File: config.mk
export PLATFORM = sky130hd
export DESIGN_NAME = gcn_transform_scheduler
export DESIGN_NICKNAME = d
export VERILOG_FILES = /design/src/rtl/gcn_transform_scheduler.sv
export SDC_FILE = /design/constraint.sdc
export NUM_CORES = 1
export LEC_CHECK = 0
export ABC_CLOCK_PERIOD_IN_PS = 3500
export CAP_MARGIN = 20
export CORE_AREA = 2 2 71 73
export CTS_CLUSTER_DIAMETER = 80
export CTS_CLUSTER_SIZE = 12
export DETAILED_ROUTE_END_ITERATION = 8
export DIE_AREA = 0 0 73 75
export MAX_ROUTING_LAYER = met4
export PLACE_DENSITY = 0.54
export SLEW_MARGIN = 25
export SYNTH_ARGS = -nofsm -noshare
export SYNTH_HDL_FRONTEND = slang
export SYNTH_SLANG_ARGS = --single-unit
File: constraint.sdc
create_clock -name clk -period 3.5 [get_ports clk]
set_clock_uncertainty 0.05 [all_clocks]
set_input_delay 0.525 -clock clk [delete_from_list [all_inputs] [get_ports clk]]
set_output_delay 0.525 -clock clk [all_outputs]
set_load 0.01 [all_outputs]
File: src/rtl/gcn_transform_scheduler.sv
// gcn_transform_scheduler: sequences feature x weight combination, one output element at a time.
// Ports: clk/reset(async low), start/abort/out_ready in; busy, read/mac/write strobes, indices, done out.
module gcn_transform_scheduler #(
  parameter int FEATURE_ROWS = 6,
  parameter int FEATURE_COLS = 96,
  parameter int WEIGHT_COLS  = 3,
  parameter int ROW_WIDTH = (FEATURE_ROWS > 1) ? $clog2(FEATURE_ROWS) : 1,
  parameter int K_WIDTH   = (FEATURE_COLS > 1) ? $clog2(FEATURE_COLS) : 1,
  parameter int COL_WIDTH = (WEIGHT_COLS > 1) ? $clog2(WEIGHT_COLS) : 1
) (
  input  logic                 clk,
  input  logic                 reset,
  input  logic                 start,
  input  logic                 abort,
  input  logic                 out_ready,
  output logic                 busy,
  output logic                 read_en,
  output logic [ROW_WIDTH-1:0] feature_row,
  output logic [K_WIDTH-1:0]   k_index,
  output logic [COL_WIDTH-1:0] weight_col,
  output logic                 mac_clear,
  output logic                 mac_en,
  output logic                 write_en,
  output logic [ROW_WIDTH-1:0] write_row,
  output logic [COL_WIDTH-1:0] write_col,
  output logic                 done
);

  localparam logic [2:0] IDLE  = 3'd0;
  localparam logic [2:0] CLEAR = 3'd1;
  localparam logic [2:0] READ  = 3'd2;
  localparam logic [2:0] DRAIN = 3'd3;
  localparam logic [2:0] WRITE = 3'd4;
  localparam logic [2:0] DONE  = 3'd5;

  localparam logic [ROW_WIDTH-1:0] R_LAST =
    ROW_WIDTH'(FEATURE_ROWS - 1);
  localparam logic [K_WIDTH-1:0] K_LAST =
    K_WIDTH'(FEATURE_COLS - 1);
  localparam logic [COL_WIDTH-1:0] C_LAST =
    COL_WIDTH'(WEIGHT_COLS - 1);

  logic [2:0] state;
  logic       last_row;
  logic       last_col;

  assign last_row = (feature_row == R_LAST);
  assign last_col = (weight_col == C_LAST);

  always_ff @(posedge clk or negedge reset) begin
    if (!reset) begin
      state       <= IDLE;
      busy        <= 1'b0;
      read_en     <= 1'b0;
      feature_row <= '0;
      k_index     <= '0;
      weight_col  <= '0;
      mac_clear   <= 1'b0;
      mac_en      <= 1'b0;
      write_en    <= 1'b0;
      write_row   <= '0;
      write_col   <= '0;
      done        <= 1'b0;
    end else if (abort) begin
      // Also kills a mac_en still in flight
      // from the final read.
      state       <= IDLE;
      busy        <= 1'b0;
      read_en     <= 1'b0;
      feature_row <= '0;
      k_index     <= '0;
      weight_col  <= '0;
      mac_clear   <= 1'b0;
      mac_en      <= 1'b0;
      write_en    <= 1'b0;
      write_row   <= '0;
      write_col   <= '0;
      done        <= 1'b0;
    end else begin
      // Operands arrive one cycle after the read.
      mac_en <= read_en;
      unique case (state)
        IDLE: begin
          if (start) begin
            state     <= CLEAR;
            busy      <= 1'b1;
            mac_clear <= 1'b1;
          end
        end
        CLEAR: begin
          state     <= READ;
          mac_clear <= 1'b0;
          read_en   <= 1'b1;
          k_index   <= '0;
        end
        READ: begin
          if (k_index == K_LAST) begin
            state   <= DRAIN;
            read_en <= 1'b0;
          end else begin
            k_index <= k_index + K_WIDTH'(1);
          end
        end
        DRAIN: begin
          state     <= WRITE;
          write_en  <= 1'b1;
          write_row <= feature_row;
          write_col <= weight_col;
        end
        WRITE: begin
          if (out_ready) begin
            write_en <= 1'b0;
            if (last_col) begin
              weight_col  <= '0;
              feature_row <= feature_row + ROW_WIDTH'(1);
            end else begin
              weight_col <= weight_col + COL_WIDTH'(1);
            end
            if (last_row && last_col) begin
              state <= DONE;
              done  <= 1'b1;
            end else begin
              state     <= CLEAR;
              mac_clear <= 1'b1;
            end
          end
        end
        DONE: begin
          state       <= IDLE;
          done        <= 1'b0;
          busy        <= 1'b0;
          feature_row <= '0;
          weight_col  <= '0;
        end
        default: begin
          state <= IDLE;
        end
      endcase
    end
  end

endmodule

==> summary.md, run 1 <==
| Metric | Value |
|---|---|
| Pint | 523 uW |
| First-pass DRT Iterations | 4 |
| Kind of critical path | in2reg |
| Yosys warns | 0 |
| Yosys reg bits | 26 |
| Max_cap viols | 0 |
| Critical path arrival | 2.20 ns |
| Worst vdd ir | 0.172 mV |
| Met1 WL | roughly 1.6 mm |
| Metal2 WL | about 1.6 mm |
| Synthesis-to-finish area growth | 27.4% |
| Worst-path clk slew | ~0.090 ns |
| Critical Path Source | abort |
| # fillers | roughly 470 |
| Die Width | roughly 73 um |
| Post-Synthesis Cell Area | roughly 1400 um2 |
| Num CTS Buffers | 3 |
| Drc violations | 0 |
| Area contributors post-synth | dfrtp_1 (48%), a21oi_1 (6.2%), nor2_1 (3.6%) |
| Synth cell types | 43 |
| Core area | between 4000 and 5000 um2 |
| Top_reg_cell synth | dfrtp_1 |
| Sequential share of power | between 40% and 50% |
| Run status | complete, no violations |
| Reg2reg path depth | 4 |
| Power density cells | roughly 440 nW/um2 |
| # IOs | 28 |
| Starting DRT DRC Count | 50 |
| Site row count | 25 |
| Sw Share | between 30% and 40% |
| Post-Syn Nets | about 150 |
| Max H-tree Level | 1 |
| Most common cell in the netlist | dfrtp_1 |
| Biggest area consumer among synthesized cells | dfrtp_1 |
| Initial core utilization | around 29% |
| Inst Count DP | 220 |
| Total negative slack | 0 ns |
| Final hold violations | 0 |
| Seq/Total Area, Yosys | around 48% |
| Multi-input logic area | between 600 and 700 um2 |
| ANT nets after route | 0 |
| Root Driver | clkbuf_8 |
| Most frequent cells after synthesis | dfrtp_1 (26), a21oi_1 (17), nor2_1 (13) |
| Grt ovf | 0 |
| CP max FO | 22 |
| GP Congestion | a little over 0.8 |
| Hold depth | 1 |
| RR Startpoint | state[0] |
| CP endpoint kind | flop |
| Max Slew Vio Count | 0 |
| Synth async-reset ratio | 100% |
| Input/output buffers | 27 |
| HP Class | reg2reg |
| Comb power frac | between 20% and 30% |
| Die ar. | roughly 5500 um2 |
| Net Sw Power | between 200 and 250 uW |
| Clk buf depth | 2 |
| Total Wirelength | 3.37 mm |
| Tmin final | between 2 and 2.5 ns |
| Top cell type's share of synthesized area | between 40% and 50% |
| DR WL/cell | between 15 and 20 um |
| # diodes | 0 |
| Hold-fix buffers, CTS | 0 |
| First-pass GRT wire length | about 5.7 mm |
| Via Count | between 1,000 and 1,500 |
| # resized after CTS | 0 |
| Post-DP HPWL | between 2 and 2.5 mm |
| Metal3 WL | 129 um |
| Vias in the first global route | 1,271 |
| DIE HEIGHT | ~75 um |
| Highest routed layer | met4 |
| EDFF count, synth | 0 |
| CTS tree | built |
| CP startpoint kind | input pin |
| CP required | between 3 and 4 ns |
| Antenna violations before repair | 0 |
| Final worst path period share | between 50% and 60% |
| Setup Viol. Count Final | 0 |
| Final nets | approximately 180 |
| Clock Power Share | 25.6% |
| Largest net degree at the start of global routing | 27 |
| GRT Util Overall | between 10 and 15% |
| Hold WS | around 0.46 ns |
| Avg Inst Size Synth | 9.44 um2 |
| Clk sinks | 26 |
| Routed vias/inst | around 5.3 |
| Setup bufs post-CTS | 0 |
| Layout cells sized above 1 | 5.88% |
| Reg area | approximately 650 um2 |
| Slew of the pin with the lowest slew margin | ~0.7 ns |
| Post-synthesis cell count | approximately 150 |
| RSZ-0062 raised after global routing | false |
| Max_slew headroom | a little over half |
| Pleak | 0.709 nW |
| Finished Layout Cells | roughly 220 |
| Achievable frequency | 0.481 GHz |
| Worst skew pair latency | roughly 0.27 ns |
| HP Start | mac_clear |
[kinds of logic after synthesis]
group	synth area share, %
and+or+nand+nor	24.5
AOI/OAI and AO/OA	16.8
DFF	47.5
buffers and inverters	3.75
xor gates and xnor gates	2.47
muxes	2.19
adders and majority gates	2.74
[metrics by stage]
stage / power, mW / setup slack (ns) / cell area (um2) / utilization [%]
3_3_place_gp: 0.575 / 1.17 / 1690 / 36.2
3_5_place_dp: 0.578 / 1.13 / 1690 / 36.2
2_1_floorplan: 0.498 / 1.85 / 1370 / -
4_1_cts: 0.778 / 1.43 / 1740 / 37.4
6_report: 0.769 / 1.42 / 1740 / 37.4
5_1_grt: 0.817 / 1.28 / 1740 / 37.4
[worst paths after layout]
check                      slack, ns      endpoint
min reg2reg                     0.46     mac_clear
max in group asynchronous       2.56  write_row[0]
min                             0.46     mac_clear
min in group asynchronous       0.57    k_index[5]
max                             1.42     mac_clear
max reg2reg                     1.50    k_index[5]
[metal layers]
metal	up-vias	global-route usage, %
met3	7	3.48
met5	-	-
li1	577	-
met4	0	3.70
met2	31	23.0
met1	572	16.6
[power by group through the flow]
stage                     Sequential (mW)  Clock [mW]  Combinational, mW
after global routing                0.377       0.218              0.221
after detailed placement            0.377           0              0.202
after global placement              0.377           0              0.198
after CTS                           0.372       0.204              0.203
final                               0.371       0.197              0.201
after floorplan                     0.365           0              0.133
[sequential cells by signal, summed over array words and instances, names as in the netlist]
signal and flops:
busy 1, state 3, done 1, write_en 1, write_row 3, mac_clear 1, feature_row 3, k_index 7
read_en 1, mac_en 1, write_col 2, weight_col 2
[cells in the final DEF (no fill, tap or decap), types with 2 or more instances in the layout]
cell | Yosys | final
and3_1 | 2 | 2
or4_1 | 3 | 3
or3_1 | 5 | 5
inv_1 | 5 | 5
a21oi_1 | 17 | 17
clkdlybuf4s50_1 | 0 | 27
mux2i_1 | 3 | 3
nand2b_1 | 2 | 2
ha_1 | 3 | 3
o21ai_0 | 6 | 6
nand4_1 | 3 | 3
nor2b_1 | 3 | 3
xor2_1 | 2 | 2
nor2_1 | 13 | 13
nor3b_1 | 2 | 2
and4_1 | 2 | 2
nor3_1 | 3 | 3
a31oi_1 | 2 | 2
nand3_1 | 7 | 7
buf_4 | 0 | 2
a211oi_1 | 2 | 2
dfrtp_1 | 26 | 26
o31ai_1 | 2 | 2
clkbuf_8 | 0 | 4
nand2_1 | 7 | 7
[critical path: stages]
cell and delay [ns]:
clkdlybuf4s50_1 0.41, buf_4 0.21, or3_1 0.41, a211oi_1 0.34
nor4b_1 0.10, o21a_1 0.20
[layout make-up]
| class | instances | share of cell area, % |
|---|---|---|
| flip-flops and latches | 26 | 37.3 |
| well taps | 54 | 3.87 |
| clock buffers | 4 | 3.16 |
| multi-input cells | 106 | 38.2 |
| repair buffers | 29 | 16.4 |
| inverters | 5 | 1.08 |
Power figures use the tool's default switching activity.
==> inputs of run 2 (changes only) <==
--- a/config.mk
+++ b/config.mk
@@ -5,7 +5,7 @@
 export SDC_FILE = /design/constraint.sdc
 export NUM_CORES = 1
 export LEC_CHECK = 0
-export ABC_CLOCK_PERIOD_IN_PS = 3500
+export ABC_CLOCK_PERIOD_IN_PS = 2130
 export CAP_MARGIN = 20
 export CORE_AREA = 2 2 71 73
 export CTS_CLUSTER_DIAMETER = 80
==> constraint.sdc (replaced) <==
create_clock -name clk -period 2.13 [get_ports clk]
set_clock_uncertainty 0.05 [all_clocks]
set_input_delay 0.3195 -clock clk [delete_from_list [all_inputs] [get_ports clk]]
set_output_delay 0.3195 -clock clk [all_outputs]
set_load 0.01 [all_outputs]
==> run 2 against run 1 <==
  * Clock power rose by 41%
  * Combinational power rose by 81%
  * Global-route usage fell by 0.48 points
  * Core utilization rose by 0.19 points
  * Power rose by 60%
  * Setup slack got worse by 1.0 ns
  * Via count rose by 3.9%
  * Final cell count rose by 0.89%
  * First-iteration DRC count rose by 16%
  * Sequential power rose by 60%
  * Largest power group unchanged
==> summary.md, run 2 (synthesis gave the netlist of run 1 again) <==
| Metric | Value |
|---|---|
| Setup bufs post-CTS | 0 |
| Hold-fix buffers, CTS | 0 |
| Register name with the most flops | k_index |
| Worst-path clk slew | approximately 0.09 ns |
| Routed vias/inst | roughly 5.5 |
| Num CTS Buffers | 3 |
| Clk buf depth | 2 |
| Kind of critical path | reg2reg |
| Inst Count DP | approximately 220 |
| Clk sinks | 26 |
| Site row count | 25 |
| Most common cell after layout, fill and taps aside | clkdlybuf4s50_1 |
| CTS tree | built |
| Tot Pwr | about 1.2 mW |
| Post-DP HPWL | between 2 and 2.5 mm |
| Max Slew Vio Count | 0 |
| Max reg flops | 7 |
| Fin util | between 30 and 40% |
| Hold WS | ~0.38 ns |
| First-pass GRT wire length | between 5 and 6 mm |
| Setup Viol. Count Final | 0 |
| Via Count | roughly 1,200 |
| # resized after CTS | 0 |
| Critical path, cell by cell | ha_1 -> nand4_1 -> nor3_1 -> or4_1 -> a21oi_1 |
| Max_slew headroom | a little over 70% |
| Die ar. | approximately 5500 um2 |
| Final hold violations | 0 |
| Met1 Use GR | between 10% and 20% |
| GR Layer Usage met2 | a little under a quarter |
| Layout cells sized above 1 | ~7% |
| DR WL/cell | roughly 15 um |
| Root Driver | clkbuf_8 |
| DIE HEIGHT | between 70 and 80 um |
| Synthesis-to-finish area growth | 28.1% |
| Input/output buffers | 27 |
| Worst vdd ir | 0.430 mV |
| Achievable frequency | between 0.5 and 0.6 GHz |
| Total Wirelength | roughly 3.4 mm |
| CP max FO | 4 |
| RSZ-0062 raised after global routing | false |
| CP required | 2.27 ns |
| GP Congestion | about 0.83 |
| Antenna violations before repair | 0 |
| Initial core utilization | between 20% and 30% |
| R2R Setup Slk | 0.40 ns |
| HP Class | in2async |
| Max_cap viols | 0 |
| Busiest grt layer | met2 |
| First-pass DRT Iterations | 4 |
| Total negative slack | 0 ns |
| # IOs | 28 |
| CP peak stage delay | approximately 0.47 ns |
| # diodes | 0 |
| Run status | complete, no violations |
| Cell family contributing the most delay on the critical path | simple AND/OR/NAND/NOR gates |
| GRT Util Overall | between 10% and 20% |
| Grt ovf | 0 |
| Starting DRT DRC Count | just under 60 |
| Tmin final | 1.73 ns |
| Grt met3 use | around 4.0% |
| Critical path arrival | around 1.9 ns |
| WP buf/inv | 0 |
| Core area | ~4700 um2 |
| Commonest non-fill, non-tap cells in the layout | clkdlybuf4s50_1 (27), dfrtp_1 (26), a21oi_1 (17) |
| ANT nets after route | 0 |
| Critical-path top delay cell | or4_1 |
| Pleak | roughly 0.72 nW |
| Worst skew pair latency | approximately 0.27 ns |
| Die Width | 73 um |
| Slew of the pin with the lowest slew margin | a little over 0.4 ns |
| Power density cells | about 700 nW/um2 |
| CP startpoint kind | flop |
| Drc violations | 0 |
| CP endpoint kind | flop |
| Final nets | roughly 180 |
| Final worst path period share | between 80% and 90% |
| Finished Layout Cells | approximately 230 |
| Vias in the first global route | between 1,000 and 1,500 |
| Max H-tree Level | 1 |
| Largest net degree at the start of global routing | 27 |
[run 2: changes by cell type in the layout (fill, tap and decap cells not counted), sizes merged]
| cell | before | now |
|---|---|---|
| buf | 2 | 5 |
| clkbuf | 4 | 3 |
[run 2: area by class of cell]
| class | count | area [um2] |
|---|---|---|
| clock buffer | 3 | 41.3 |
| fill | 464 | 2910 |
| inverter | 5 | 18.8 |
| multi-input combinational | 106 | 667 |
| sequential | 26 | 651 |
| tap | 54 | 67.6 |
| timing repair buffer | 32 | 308 |
[run 2: worst paths after layout]
path | end | start | depth (start not counted)
max | k_index[5] | k_index[0] | 5
min | k_index[6] | reset | 2
max reg2reg | k_index[5] | k_index[0] | 5
min reg2reg | mac_clear | mac_clear | 1
max in group asynchronous | write_en | reset | 2
min in group clk | mac_clear | mac_clear | 1
[run 2: worst register-to-register path: cells and delay by family (launching register included)]
| kind | cells | cell delay [ns] |
|---|---|---|
| DFF | 1 | 0.42 |
| adders and majority gates | 1 | 0.25 |
| and+or+nand+nor | 3 | 0.77 |
| AOI/OAI and AO/OA | 1 | 0.17 |
[run 2: layer usage]
| metal | part of all wire, % | wire length, um |
|---|---|---|
| met1 | 46 | 1550 |
| met2 | 49 | 1660 |
| met3 | 4.6 | 155 |
| met4 | 0 | 0 |
| met5 | 0 | 0 |
[run 2: stage by stage]
| step | area [um2] | setup slack (ns) |
|---|---|---|
| 3_3_place_gp | 1710 | 0.188 |
| 2_1_floorplan | 1370 | 0.483 |
| 4_1_cts | 1750 | 0.381 |
| 6_report | 1750 | 0.397 |
| 5_1_grt | 1750 | 0.250 |
| 3_5_place_dp | 1710 | 0.185 |
[run 2: power by group]
part / switching, mW / leakage, nW / total (mW) / internal, mW
sequential: 0.0583 / 0.357 / 0.593 / 0.535
combinational: 0.190 / 0.339 / 0.363 / 0.173
clock: 0.152 / 0.0216 / 0.278 / 0.127
